<file path="config.mk">
export PLATFORM = sky130hd
export DESIGN_NAME = comb_unit_arbiter_flat
export DESIGN_NICKNAME = d
export VERILOG_FILES = /design/src/rtl/comb_unit_arbiter_if.sv /design/src/rtl/comb_unit_arbiter.sv /design/src/flat_wrapper.sv
export SDC_FILE = /design/constraint.sdc
export NUM_CORES = 1
export LEC_CHECK = 0
export BUFFER_PORTS_ARGS = -buffer_cell sky130_fd_sc_hd__clkbuf_2
export CAP_MARGIN = 20
export CORE_AREA = 2 2 93 95
export CTS_BUF_LIST = sky130_fd_sc_hd__clkbuf_4 sky130_fd_sc_hd__clkbuf_8
export DETAILED_ROUTE_END_ITERATION = 12
export DIE_AREA = 0 0 95 97
export GPL_TIMING_DRIVEN = 1
export MAX_ROUTING_LAYER = met4
export PLACE_DENSITY = 0.77
export SLEW_MARGIN = 20
export SYNTH_ARGS = -nofsm -noshare
export SYNTH_HDL_FRONTEND = slang
export SYNTH_SLANG_ARGS = --single-unit
export TNS_END_PERCENT = 20
</file>
<file path="constraint.sdc">
create_clock -name clk -period 4.1 [get_ports clk]
set_clock_uncertainty 0.1 [all_clocks]
set_input_delay 0.205 -clock clk [delete_from_list [all_inputs] [get_ports clk]]
set_output_delay 0.205 -clock clk [all_outputs]
set_load 0.02 [all_outputs]
</file>
<file path="src/rtl/comb_unit_arbiter_if.sv">
// Requester/unit bundle for comb_unit_arbiter: requests, operands, grant and
// registered responses on one side, the shared combinational unit on the other.
interface comb_unit_arbiter_if #(
   parameter int NUM_REQ = 4,
   parameter int DATA_W  = 32
);
   logic [NUM_REQ-1:0]        req;
   logic [NUM_REQ*DATA_W-1:0] req_data;
   logic [NUM_REQ-1:0]        grant;
   logic [DATA_W-1:0]         unit_in;
   logic                      unit_valid;
   logic [DATA_W-1:0]         unit_out;
   logic [DATA_W-1:0]         rsp_data;
   logic [NUM_REQ-1:0]        rsp_valid;
   logic                      busy;
   logic                      timeout;

   // Requesters plus the combinational unit.
   modport master (
      output req, req_data, unit_out,
      input  grant, unit_in, unit_valid, rsp_data, rsp_valid, busy, timeout
   );

   // The arbiter.
   modport slave (
      input  req, req_data, unit_out,
      output grant, unit_in, unit_valid, rsp_data, rsp_valid, busy, timeout
   );
endinterface

</file>
<file path="src/rtl/comb_unit_arbiter.sv">
// Round-robin owner arbiter for one shared combinational unit. Define
// HOLD_TIMEOUT_EN to bound ownership to MAX_HOLD cycles with a timeout pulse.
module comb_unit_arbiter #(
   parameter int NUM_REQ  = 4,
   parameter int DATA_W   = 32,
   parameter int MAX_HOLD = 8
) (
   input  logic              clk,
   input  logic              rst,
   comb_unit_arbiter_if.slave bus
);
   localparam int PTR_W = $clog2(NUM_REQ);
   localparam logic [PTR_W:0] NREQ_L = (PTR_W+1)'(NUM_REQ);

   typedef enum logic [1:0] {IDLE, GRANT, RELEASE} state_t;

   state_t              state_reg;
   logic [NUM_REQ-1:0]  grant_reg;
   logic [NUM_REQ-1:0]  rsp_valid_reg;
   logic [DATA_W-1:0]   rsp_data_reg;
   logic                unit_valid_reg;
   logic                busy_reg;
   logic [PTR_W-1:0]    ptr_reg;
   logic [PTR_W-1:0]    owner_reg;

   logic [NUM_REQ-1:0]  req_rot;
   logic [PTR_W-1:0]    rot_idx;
   logic [PTR_W:0]      rot_sum;
   logic [PTR_W-1:0]    sel_idx;
   logic [PTR_W:0]      ptr_inc;
   logic [PTR_W-1:0]    ptr_next;
   logic                owner_req;
   logic                release_now;
   logic [DATA_W-1:0]   unit_in_mux;
   logic [DATA_W-1:0]   slice_masked [NUM_REQ];

`ifdef HOLD_TIMEOUT_EN
   logic [7:0] hold_cnt_reg;
   logic       timeout_reg;
   logic       force_release;

   assign force_release = owner_req && (hold_cnt_reg == 8'(MAX_HOLD - 1));
`endif

   // Rotate requests so that bit 0 is the requester at the priority pointer.
   assign req_rot = (bus.req >> ptr_reg) | (bus.req << (NREQ_L - {1'b0, ptr_reg}));

   always_comb begin
      rot_idx = '0;
      for (int i = NUM_REQ - 1; i >= 0; i--) begin
         if (req_rot[i]) begin
            rot_idx = PTR_W'(i);
         end
      end
      rot_sum = {1'b0, ptr_reg} + {1'b0, rot_idx};
      if (rot_sum >= NREQ_L) begin
         rot_sum = rot_sum - NREQ_L;
      end
      sel_idx = rot_sum[PTR_W-1:0];
   end

   // After a release the previous owner becomes the lowest priority.
   always_comb begin
      ptr_inc  = {1'b0, owner_reg} + 1'b1;
      ptr_next = (ptr_inc == NREQ_L) ? '0 : ptr_inc[PTR_W-1:0];
   end

   assign owner_req = |(bus.req & grant_reg);

`ifdef HOLD_TIMEOUT_EN
   assign release_now = !owner_req || force_release;
`else
   assign release_now = !owner_req;
`endif

   // AND-OR operand mux driven by the registered one-hot grant; zero when idle.
   genvar gi;
   generate
      for (gi = 0; gi < NUM_REQ; gi++) begin : g_mux
         assign slice_masked[gi] = bus.req_data[gi*DATA_W +: DATA_W] & {DATA_W{grant_reg[gi]}};
      end
   endgenerate

   always_comb begin
      unit_in_mux = '0;
      for (int i = 0; i < NUM_REQ; i++) begin
         unit_in_mux = unit_in_mux | slice_masked[i];
      end
   end

   always_ff @(posedge clk or posedge rst) begin
      if (rst) begin
         state_reg      <= IDLE;
         grant_reg      <= '0;
         rsp_valid_reg  <= '0;
         rsp_data_reg   <= '0;
         unit_valid_reg <= 1'b0;
         busy_reg       <= 1'b0;
         ptr_reg        <= '0;
         owner_reg      <= '0;
`ifdef HOLD_TIMEOUT_EN
         hold_cnt_reg   <= '0;
         timeout_reg    <= 1'b0;
`endif
      end else begin
`ifdef HOLD_TIMEOUT_EN
         timeout_reg <= 1'b0;
`endif
         case (state_reg)
            IDLE: begin
               if (|bus.req) begin
                  grant_reg      <= NUM_REQ'(1) << sel_idx;
                  owner_reg      <= sel_idx;
                  unit_valid_reg <= 1'b1;
                  busy_reg       <= 1'b1;
                  state_reg      <= GRANT;
`ifdef HOLD_TIMEOUT_EN
                  hold_cnt_reg   <= '0;
`endif
               end
            end
            GRANT: begin
               // Capture every cycle, including the releasing one, so the
               // final result is delivered one cycle after grant drops.
               rsp_data_reg  <= bus.unit_out;
               rsp_valid_reg <= grant_reg;
               if (release_now) begin
                  grant_reg      <= '0;
                  unit_valid_reg <= 1'b0;
                  ptr_reg        <= ptr_next;
                  state_reg      <= RELEASE;
`ifdef HOLD_TIMEOUT_EN
                  timeout_reg    <= force_release;
`endif
               end else begin
`ifdef HOLD_TIMEOUT_EN
                  hold_cnt_reg   <= hold_cnt_reg + 8'd1;
`endif
               end
            end
            RELEASE: begin
               rsp_valid_reg <= '0;
               busy_reg      <= 1'b0;
               state_reg     <= IDLE;
            end
            default: begin
               state_reg <= IDLE;
            end
         endcase
      end
   end

   assign bus.grant      = grant_reg;
   assign bus.unit_in    = unit_in_mux;
   assign bus.unit_valid = unit_valid_reg;
   assign bus.rsp_data   = rsp_data_reg;
   assign bus.rsp_valid  = rsp_valid_reg;
   assign bus.busy       = busy_reg;
`ifdef HOLD_TIMEOUT_EN
   assign bus.timeout    = timeout_reg;
`else
   assign bus.timeout    = 1'b0;
`endif

endmodule

</file>
<file path="src/flat_wrapper.sv">
// flat-port wrapper written by rule: the top's interface ports become plain ports
module comb_unit_arbiter_flat 
#(
   parameter int NUM_REQ  = 4,
   parameter int DATA_W   = 32,
   parameter int MAX_HOLD = 8
)
  (clk, rst, bus_req, bus_req_data, bus_unit_out, bus_grant, bus_unit_in, bus_unit_valid, bus_rsp_data, bus_rsp_valid, bus_busy, bus_timeout);
  comb_unit_arbiter_if #(.NUM_REQ(NUM_REQ), .DATA_W(DATA_W)) bus_i ();
  input  logic clk;
  input  logic rst;
  input wire logic [$bits(bus_i.req)-1:0] bus_req;
  input wire logic [$bits(bus_i.req_data)-1:0] bus_req_data;
  input wire logic [$bits(bus_i.unit_out)-1:0] bus_unit_out;
  output wire logic [$bits(bus_i.grant)-1:0] bus_grant;
  output wire logic [$bits(bus_i.unit_in)-1:0] bus_unit_in;
  output wire logic [$bits(bus_i.unit_valid)-1:0] bus_unit_valid;
  output wire logic [$bits(bus_i.rsp_data)-1:0] bus_rsp_data;
  output wire logic [$bits(bus_i.rsp_valid)-1:0] bus_rsp_valid;
  output wire logic [$bits(bus_i.busy)-1:0] bus_busy;
  output wire logic [$bits(bus_i.timeout)-1:0] bus_timeout;
  assign bus_i.req = bus_req;
  assign bus_i.req_data = bus_req_data;
  assign bus_i.unit_out = bus_unit_out;
  assign bus_grant = bus_i.grant;
  assign bus_unit_in = bus_i.unit_in;
  assign bus_unit_valid = bus_i.unit_valid;
  assign bus_rsp_data = bus_i.rsp_data;
  assign bus_rsp_valid = bus_i.rsp_valid;
  assign bus_busy = bus_i.busy;
  assign bus_timeout = bus_i.timeout;
  comb_unit_arbiter #(.NUM_REQ(NUM_REQ), .DATA_W(DATA_W), .MAX_HOLD(MAX_HOLD)) u_core (.clk(clk), .rst(rst), .bus(bus_i));
endmodule
</file>
# Word-level counts from Yosys, hierarchy flattened
# Cells that the tools add are included.
# totals
regBits	48
input_bits	166
out_inout_bits	75
word_cells	59
# classes
n_addsub	4
n_lt_le_gt_ge	1
n_eq_ne	5
n_shift	3
mux	17
bitwise	10
reduce_logical	11
# op_table
op	count
$and 32x32->32	4
$or 32x32->32	3
$mux 2	8
$pmux 4 s2	2
$mux 4	2
$reduce_and 2->1	4
$reduce_or 4->1	2
$reduce_bool 2->1	3
$and 4x4->4	1
$or 4x4->4	1
$pmux 1 s2	2
$pmux 2 s2	1
$shl 1x2->4 const A	1
$shl 4x3->4	1
$shr 4x2->4	1
$add 2x1->3 const B	1
$add 2x2->3	1
$eq 3x3->1 const B	1
$ge 3x3->1 const B	1
$reduce_and 3->1	1
$sub 3x2->3 const A	1
$eq 2x1->1 const B	1
$eq 2x2->1 const B	1
$logic_not 2->1	1
5 further kinds	6

# Logic depth before layout (Yosys ltp)
# Gate-level depths: netlist (run 1).
# logic_depth
ltp_word	13
ltp_mapped	14
mapped_depth_nobuf	12

# Least setup slack after synthesis (run 1)
# Ideal clock, no wire load.
# synth_timing
path_type	register to register
start	register u_core.ptr_reg[0]
end	register u_core.grant_reg[1] (netlist: u_core.bus.grant[1])
setup_ps	66
t_arrival_ps	3145
required_time_ps	3934
setup_slack_ps	789
stages_incl_launch_ff	15
path_buffers	2
period_less_slack_ps	3311
path_cell_list	dfrtp_1 -> buf_4 -> inv_1 -> ha_1 -> buf_6 -> mux2_4 -> a32o_1 -> mux2i_1 -> nor2_1 -> o32a_1 -> ha_1 -> xor2_1 -> or4_4 -> o211ai_2 -> a32o_2
# synth_between
elab_chain_len	13
word_cells_on_any_way	15
classes_between	3 x add/sub; 1 x order compare; 3 x shift; 7 x mux; 1 x bitwise
# synth_lines
item	line	text
from (decl)	comb_unit_arbiter.sv:23	logic [PTR_W-1:0] ptr_reg;
from (signal assigned)	comb_unit_arbiter.sv:130	ptr_reg <= ptr_next;
$sub 3x2->3	comb_unit_arbiter.sv:46	assign req_rot = (bus.req >> ptr_reg) | (bus.req << (NREQ_L - {1'b0, ptr_reg}));
$shl 4x3->4	comb_unit_arbiter.sv:46	
$or 4x4->4	comb_unit_arbiter.sv:46	
$mux 2 (4 in a row)	comb_unit_arbiter.sv:51	if (req_rot[i]) begin
$add 2x2->3 (*)	comb_unit_arbiter.sv:55	rot_sum = {1'b0, ptr_reg} + {1'b0, rot_idx};
$ge 3x3->1 / $sub 2x1->2 (equally long branches)	comb_unit_arbiter.sv:56, comb_unit_arbiter.sv:57	
$mux 2 (*)	comb_unit_arbiter.sv:56	if (rot_sum >= NREQ_L) begin
$shl 1x2->4 (*)	comb_unit_arbiter.sv:112	grant_reg <= NUM_REQ'(1) << sel_idx;
$mux 4 (*)	comb_unit_arbiter.sv:111	if (|bus.req) begin
$pmux 4 s2 (*)	comb_unit_arbiter.sv:109	case (state_reg)
to (signal assigned)	comb_unit_arbiter.sv:112	
to (decl)	comb_unit_arbiter.sv:18	logic [NUM_REQ-1:0] grant_reg;
# Every way passes the cells marked *; elsewhere a longest branch is shown, timed or not. The select of a mux whose other input is x is not followed.
# A chain may end at the register's enable or synchronous reset.

# Final worst setup path (run 1)
# Same ends and word-level chain as after synthesis.

==> results of run 1 <==
==> area by class of cell <==
class | instances | area, um2 | area share (%)
diodes | 2 | 5.00 | 0.118
clock buffers | 6 | 82.6 | 1.95
clock inverters | 1 | 8.76 | 0.207
inverters | 11 | 42.5 | 1.00
multi-input cells | 205 | 1520 | 36.0
flip-flops and latches | 48 | 1200 | 28.3
well taps | 105 | 131 | 3.10
repair buffers | 245 | 1240 | 29.3
==> report_power, final <==
group	total, mW	switching, mW	internal, mW	leakage [nW]
combinational	1.98	1.18	0.797	1.69
sequential	0.855	0.148	0.707	0.577
clock	0.286	0.152	0.135	0.0473
==> metrics by stage <==
stage          worst slack (ns)  total power, mW  area (um2)
3_5_place_dp              0.451             2.83        4130
5_1_grt                   0.162             3.34        4240
4_1_cts                   0.425             3.13        4220
2_1_floorplan             0.789             2.22        2880
3_3_place_gp              0.605             2.76        4130
6_report                  0.360             3.12        4240
==> logic make-up (layout without fill, tap and decap cells) <==
logic type	after synthesis	in the layout	share of synthesized area, %
other	1	3	0.130
adder cells (fa/ha/maj)	7	7	3.04
multiplexers	40	40	15.6
AO/OA/AOI/OAI	96	96	24.9
AND/OR/NAND/NOR	60	60	9.00
buffers and inverters	36	263	5.26
flip-flops	48	48	41.8
XOR/XNOR	1	1	0.305
==> path summary, 6_finish.rpt <==
path / startpoint / end / slack (ns) / cells past startpoint
setup reg to reg: u_core.ptr_reg[0]$_DFFE_PP0P_ / u_core.bus.grant[1]$_DFFE_PP0P_ / 0.36 / 12
min in group asynchronous: rst / u_core.bus.rsp_data[25]$_DFFE_PP0N_ / 0.49 / 3
hold / removal: bus_unit_out[6] / u_core.bus.rsp_data[6]$_DFFE_PP0N_ / 0.04 / 2
hold reg to reg: u_core.owner_reg[0]$_DFFE_PP0P_ / u_core.ptr_reg[0]$_DFFE_PP0P_ / 0.39 / 1
max in group asynchronous: rst / u_core.bus.rsp_data[14]$_DFFE_PP0N_ / 2.92 / 3
setup / recovery: u_core.ptr_reg[0]$_DFFE_PP0P_ / u_core.bus.grant[1]$_DFFE_PP0P_ / 0.36 / 12
==> synthesized netlist by cell type, types with 2 or more instances <==
| cell | instances |
|---|---|
| a21oi_1 | 2 |
| a22oi_1 | 66 |
| buf_4 | 2 |
| clkbuf_1 | 21 |
| dfrtp_1 | 48 |
| ha_1 | 7 |
| inv_1 | 11 |
| mux2_2 | 35 |
| mux2i_1 | 4 |
| nand2_1 | 45 |
| nor2_1 | 4 |
| nor3_1 | 3 |
| o21ai_0 | 6 |
| o21bai_1 | 2 |
| o22ai_1 | 5 |
| o2bb2ai_1 | 2 |
==> worst reg2reg max path: stages, from the launching register on <==
cell and delay (ns):
dfrtp_1 0.60, inv_1 0.16, ha_1 0.46, mux2_4 0.32
a32o_1 0.24, mux2i_1 0.14, nor2_1 0.06, o32a_1 0.31
ha_1 0.21, xor2_1 0.21, or3b_1 0.40, o211ai_2 0.26
a32o_2 0.21
==> repair_timing <==
item / 4_1_cts / 5_1_grt
hold endpoints to repair: 0 / 12
hold buffers: 0 / 1
buffers inserted: 0 / 0
==> routing by layer <==
layer / share of wire (%) / vias up
met5: 0 / -
met2: 48 / 212
met3: 13 / 25
met1: 36 / 1542
li1: - / 1535
met4: 2.8 / 0
==> impl_metrics.ini, run 1 <==
[power_and_ir_drop]
peakVddDrop_v = 0.000418
power_density_nw_per_um2 = 736
p_leak_nw = 2.31

[run_status]
status = finished clean

[routing]
drt_iter0_drc = 183
vias_per_cell = 5.32
via_count = 3314
routed_wl_um = 10500
routedWlPerCell_um = 16.9
antenna_left = 0
remaining_drc_errors = 0
dr.pass1.iters = 5

[floorplanning]
num_rows = 33
coreArea_um2 = 8130
initial_utilization_pct = 35.4
die_y_um = 97
die_area_um2 = 9220
die_x_um = 95
ioPinCount = 241

[global_route]
grt_pass1_wl_um = 15600
grt_use_met1_pct = 24.7
grt_overflow = 0
top_usage_layer = met2
grt_max_degree = 49
antenna_found_initial = 2
grt.total_usage_pct = 22.2
grt_pass1_vias = 3168
grtUsageMet2_pct = 35.8
grt_util_met3_pct = 8.88

[cells_and_area]
syn2layout_area_growth_pct = 47.4
fin_cells = 623
drive_gt1_share_pct = 56.4
nets = 689
final_common_cell = clkbuf_2
utilization_pct = 52.1
layout_common_cells = clkbuf_2, a22oi_1, dfrtp_1
largest_reg_flops = 32
num-fill-cells = 754

[worst_setup_path]
crit_chain = inv_1 -> ha_1 -> mux2_4 -> a32o_1 -> mux2i_1 -> nor2_1 -> o32a_1 -> ha_1 -> xor2_1 -> or3b_1 -> o211ai_2 -> a32o_2
crit_buf_inv = 1
critPathTopFamily = compound AO/OA/AOI/OAI gates
worst_setup_path_start_kind = register
crit_arrival_ns = 3.88
cp_data_required_time_ns = 4.24
critPathMaxStageDelay_ns = 0.60
critPathSlowestCell = dfrtp_1
cp_common_cell = ha_1
crit_path_end_kind = register
worstPathMaxFanout = 13
path_class = reg -> reg

[clocking]
tritoncts = built
clockBufferDepth = 2
post_cts_resized = 0
clock_latency_ns = 0.29
cts_root_buf = clkbuf_8
clock_sinks = 48
cts_buffers = 5
htree_levels = 2
path_clk_slew_ns = 0.09

[yosys]
ys_seq_elements = 48
yosysTopAreaCellShare_pct = 41.8
synth-seq-area-share_pct = 41.8
synthesis.area_um2 = 2880
synth.distinct_cells = 42
synth_edf_count = 0
yosysTopAreaCell = dfrtp_1
syn_area_per_cell_um2 = 9.95
async_reset_ff_share_pct = 100
netlist_top_cells_area = dfrtp_1, a22oi_1, mux2_2
ys_warn_count = 0
synthCells = 289
syn_nets = 462
synth_ff_type = dfrtp_1

[timing]
finalCritPeriodShare_pct = 91.2
slew_viol_final = 0
finalSetupViolCount = 0
timing.hold.ws_ns = 0.0352
fin_crit_ns = 3.74
worst_slew_pin_slew_ns = 0.813
timing.fmax_ghz = 0.267
rsz0062_at_grt = false
relSlewSlack_pct = 45.7
hold_viol = 0
tns_ns = 0

[placed_design]
dpl.cell_count = 613
io_buffers = 239
hpwl_um = 8460
gp_congestion = 0.887

[hold_path]
holdCritPathClass = in -> reg

[run]
maxCapViolations = 0
Power figures use the tool's default switching activity.
==> run 2, diff against run 1 <==
- PLACE_DENSITY: 0.77 -> not set
- PLACE_DENSITY_LB_ADDON: not set -> 0.3
==> run 2 against run 1 <==
Compared with the run above:
- worst hold slack worse by 0.0035 ns
- maximum frequency increased by 0.58%
- power decreased by 1.4%
- global-route usage down 0.97 points
- combinational power hardly changed
- routed wire length fell by 5.0%
- non-clock buffer count is the same
- first-iteration DRC count is 33% lower
- clock-buffer cell count down 1
- via count down 3.8%
- critical endpoint unchanged
- largest power group unchanged
==> impl_metrics.ini, run 2 (synthesis gave the netlist of run 1 again) <==
[run_status]
status = finished clean

[global_route]
grt_pass1_wl_um = 15100
grt.total_usage_pct = 21.2
grt_pass1_vias = 3181
grt_overflow = 0
grt_max_degree = 49
antenna_found_initial = 0

[clocking]
cts_root_buf = clkbuf_8
clock_latency_ns = 0.30
post_cts_resized = 0
clock_sinks = 48
clockBufferDepth = 2
cts_buffers = 5
path_clk_slew_ns = 0.09
htree_levels = 2
tritoncts = built

[routing]
vias_per_cell = 5.13
drt_iter0_drc = 122
antenna_left = 0
via_count = 3188
dr.pass1.iters = 4
remaining_drc_errors = 0
routedWlPerCell_um = 16.1
routed_wl_um = 10000

[floorplanning]
die_x_um = 95
die_area_um2 = 9220
initial_utilization_pct = 35.4
die_y_um = 97
ioPinCount = 241
coreArea_um2 = 8130
num_rows = 33

[power_and_ir_drop]
seqPwrFrac_pct = 27.8
p_sw_mw = 1.46
peakVddDrop_v = 0.000412
power_frac_comb_pct = 63.4
p_int_mw = 1.62
pwr-share-clk_pct = 8.8
p_leak_nw = 2.30
switching_share_pct = 47.4
power_density_nw_per_um2 = 728

[cells_and_area]
multi_input_area_um2 = 1520
num-fill-cells = 800
final_area_um2 = 4220
drive_gt1_share_pct = 56.4
syn2layout_area_growth_pct = 46.8
seqCellArea_um2 = 1200
layout_common_cells = clkbuf_2, a22oi_1, dfrtp_1
final_common_cell = clkbuf_2
largest_reg_flops = 32
antenna_cells = 0
nets = 689

[placed_design]
placed_area_um2 = 4130
gp_congestion = 0.866
hpwl_um = 7860
io_buffers = 239

[timing]
rsz0062_at_grt = false
finalCritPeriodShare_pct = 90.7
finalSetupViolCount = 0
slew_viol_final = 0
tns_ns = 0
relSlewSlack_pct = 45.9
timing.fmax_ghz = 0.269
worst_slew_pin_slew_ns = 0.811
fin_crit_ns = 3.72
hold_viol = 0

[hold_path]
holdCritPathClass = in -> reg

[worst_setup_path]
crit_arrival_ns = 3.86
crit_buf_inv = 1
critPathMaxStageDelay_ns = 0.61
cp_common_cell = ha_1
cp_data_required_time_ns = 4.24
path_class = reg -> reg
worst_setup_path_start_kind = register
critPathSlowestCell = dfrtp_1
worstPathMaxFanout = 13
crit_path_end_kind = register
critPathTopFamily = compound AO/OA/AOI/OAI gates
crit_chain = inv_1 -> ha_1 -> mux2_4 -> a32o_1 -> mux2i_1 -> nor2_1 -> o32a_1 -> ha_1 -> xor2_1 -> or4_4 -> o211ai_2 -> a32o_2

[run]
maxCapViolations = 0
==> run 2: cell count changes in the layout (fill, tap and decap cells not counted) <==
cell,change
clkbuf_8,-1
clkinv_2,+1
diode_2,-2
clkinv_4,-1
clkinvlp_4,+1
==> run 2: routing by layer <==
layer | up-vias | wire length [um] | global-route usage (%)
li1 | 1534 | - | -
met1 | 1467 | 4050 | 25.7
met2 | 172 | 4810 | 35.0
met3 | 15 | 974 | 5.30
met4 | 0 | 189 | 5.69
met5 | - | 0 | -
==> run 2: area by class of cell <==
type	count	area share, %
multi-input cells	205	36.1
repair buffers	245	29.4
flip-flops and latches	48	28.4
well taps	105	3.11
clock buffers	5	1.63
inverters	11	1.01
clock inverters	2	0.296
==> run 2: through the flow <==
step | worst slack, ns | cells | hold slack (ns) | total power, mW | util [%]
CTS | 0.431 | 620 | 0.0203 | 3.10 | 51.8
floorplan | 0.789 | 289 | 0.257 | 2.22 | -
global placement | 0.588 | 613 | 0.337 | 2.76 | 50.8
global route | 0.168 | 621 | 0.0217 | 3.31 | 51.9
detailed placement | 0.461 | 613 | 0.343 | 2.82 | 50.8
finish | 0.381 | 621 | 0.0317 | 3.08 | 51.9
==> run 2: power by group through the flow <==
stage               combinational (mW)  clock [mW]  sequential, mW
detailed placement                1.96           0           0.861
floorplan                         1.15           0            1.07
CTS                               1.96       0.281           0.857
global placement                  1.91           0           0.848
global route                      2.12       0.301           0.887
finish                            1.95       0.271           0.854
==> run 2: path summary, 6_finish.rpt <==
path | from | endpoint | slack (ns) | cells after the start
worst max-delay path | u_core.ptr_reg[0]$_DFFE_PP0P_ | u_core.bus.grant[1]$_DFFE_PP0P_ | 0.38 | 12
worst max register to register | u_core.ptr_reg[0]$_DFFE_PP0P_ | u_core.bus.grant[1]$_DFFE_PP0P_ | 0.38 | 12
max in group asynchronous | rst | u_core.bus.rsp_valid[3]$_DFFE_PP0P_ | 2.95 | 3
worst min-delay path | bus_unit_out[0] | u_core.bus.rsp_data[0]$_DFFE_PP0N_ | 0.03 | 2
min in group asynchronous | rst | u_core.bus.rsp_data[23]$_DFFE_PP0N_ | 0.47 | 3
worst min register to register | u_core.owner_reg[0]$_DFFE_PP0P_ | u_core.ptr_reg[0]$_DFFE_PP0P_ | 0.40 | 1
==> run 2: timing repair <==
action / in CTS / in global routing
setup buffers: 0 / 0
hold buffers: 0 / 1
endpoints found under the hold margin: 0 / 48
==> run 3, diff against run 2 <==
- MAX_ROUTING_LAYER: met4 -> not set
==> run 3 against run 2 <==
Compared with the run above:
- worst setup slack improved by 0.00059 ns
- combinational power about the same
- routed wire length decreased by 0.14%
- die area unchanged
- sequential power about the same
- non-clock buffer count unchanged
- utilization unchanged
- sequential cell count unchanged
- maximum frequency about the same
==> impl_metrics.ini, run 3 (synthesis gave the netlist of run 1 again) <==
[run_status]
status = finished clean

[power_and_ir_drop]
pwr-share-clk_pct = 8.9
seqPwrFrac_pct = 27.8
power_frac_comb_pct = 63.3
switching_share_pct = 47.4
p_sw_mw = 1.46
p_leak_nw = 2.30
power_density_nw_per_um2 = 728
peakVddDrop_v = 0.000412
p_int_mw = 1.62

[clocking]
postCtsSetupRepairBufs = 0
post_cts_resized = 0
tritoncts = built
cts_root_buf = clkbuf_8
clockBufferDepth = 2
ctsHoldBuffers = 0
htree_levels = 2
clock_latency_ns = 0.30
clock_sinks = 48
path_clk_slew_ns = 0.09
cts_buffers = 5

[floorplanning]
die_x_um = 95
coreArea_um2 = 8130
num_rows = 33
die_area_um2 = 9220
die_y_um = 97
initial_utilization_pct = 35.4
ioPinCount = 241

[cells_and_area]
layout_common_cells = clkbuf_2, a22oi_1, dfrtp_1
syn2layout_area_growth_pct = 46.8
num-fill-cells = 800
final_common_cell = clkbuf_2
drive_gt1_share_pct = 56.4
utilization_pct = 51.9
largest_reg_flops = 32
fin_cells = 621
antenna_cells = 0
nets = 689

[global_route]
grt_overflow = 0
grt_pass1_wl_um = 15000
grt_pass1_vias = 3183
grt.total_usage_pct = 20.5
antenna_found_initial = 0
grt_max_degree = 49

[timing]
fin_crit_ns = 3.72
finalCritPeriodShare_pct = 90.7
tns_ns = 0
slew_viol_final = 0
timing.hold.ws_ns = 0.0309
hold_viol = 0
timing.fmax_ghz = 0.269
finalSetupViolCount = 0
postLayoutSetupSlackWorst_ns = 0.382
worst_slew_pin_slew_ns = 0.802
relSlewSlack_pct = 46.5
rsz0062_at_grt = false

[worst_setup_path]
worst_setup_path_start_kind = register
worstPathMaxFanout = 13
cp_data_required_time_ns = 4.24
crit_path_end_kind = register
path_class = reg -> reg
crit_arrival_ns = 3.86

[routing]
remaining_drc_errors = 0
drt_iter0_drc = 111
via_count = 3210
antenna_left = 0
dr.pass1.iters = 4
vias_per_cell = 5.17
routed_wl_um = 10000
routedWlPerCell_um = 16.1

[run]
maxCapViolations = 0

[placed_design]
dpl.cell_count = 613
io_buffers = 239
hpwl_um = 7860
gp_congestion = 0.852
preCtsSetupSlack_ns = 0.461

[hold_path]
holdCritPathClass = in -> reg
## run 3: final timing paths
| kind | startpoint | end | slack, ns | cells after the start |
|---|---|---|---|---|
| worst max-delay path | u_core.ptr_reg[0]$_DFFE_PP0P_ | u_core.bus.grant[1]$_DFFE_PP0P_ | 0.38 | 12 |
| worst min-delay path | bus_unit_out[0] | u_core.bus.rsp_data[0]$_DFFE_PP0N_ | 0.03 | 2 |
| worst max register to register | u_core.ptr_reg[0]$_DFFE_PP0P_ | u_core.bus.grant[1]$_DFFE_PP0P_ | 0.38 | 12 |
| worst min register to register | u_core.owner_reg[0]$_DFFE_PP0P_ | u_core.ptr_reg[0]$_DFFE_PP0P_ | 0.40 | 1 |
| max in group asynchronous | rst | u_core.bus.rsp_valid[2]$_DFFE_PP0P_ | 2.96 | 3 |
| min in group asynchronous | rst | u_core.bus.rsp_data[30]$_DFFE_PP0N_ | 0.47 | 3 |
## run 3: power by group through the flow
stage	combinational [mW]	clock, mW	sequential, mW
3_3_place_gp	1.91	0	0.848
5_1_grt	2.12	0.300	0.887
3_5_place_dp	1.96	0	0.861
6_report	1.95	0.273	0.855
2_1_floorplan	1.15	0	1.07
4_1_cts	1.96	0.281	0.857
## run 3: metrics by stage
step | instance area [um2] | power (mW)
floorplan | 2880 | 2.22
global placement | 4130 | 2.76
detailed placement | 4130 | 2.82
CTS | 4210 | 3.10
global route | 4220 | 3.31
finish | 4220 | 3.07
## run 3: worst max-delay path: stages, from the launching register on
cell	delay [ns]
dfrtp_1	0.62
inv_1	0.15
ha_1	0.47
mux2_4	0.33
a32o_1	0.25
mux2i_1	0.14
nor2_1	0.06
o32a_1	0.30
ha_1	0.20
xor2_1	0.16
or4_4	0.55
o211ai_2	0.14
a32o_2	0.20
## run 3: area by class of cell
class	instances	area, um2	share of cell area [%]
Clock buffer	5	68.8	1.63
Timing Repair Buffer	245	1240	29.4
Multi-Input combinational cell	205	1520	36.1
Tap cell	105	131	3.11
Clock inverter	2	12.5	0.296
Sequential cell	48	1200	28.4
Inverter	11	42.5	1.01
## run 3: layer usage
metal	wire (um)	track usage [%]	vias up
li1	-	-	1536
met1	3840	23.9	1479
met5	0	0	-
met2	4810	35.4	180
met4	157	5.35	0
met3	1200	7.09	15
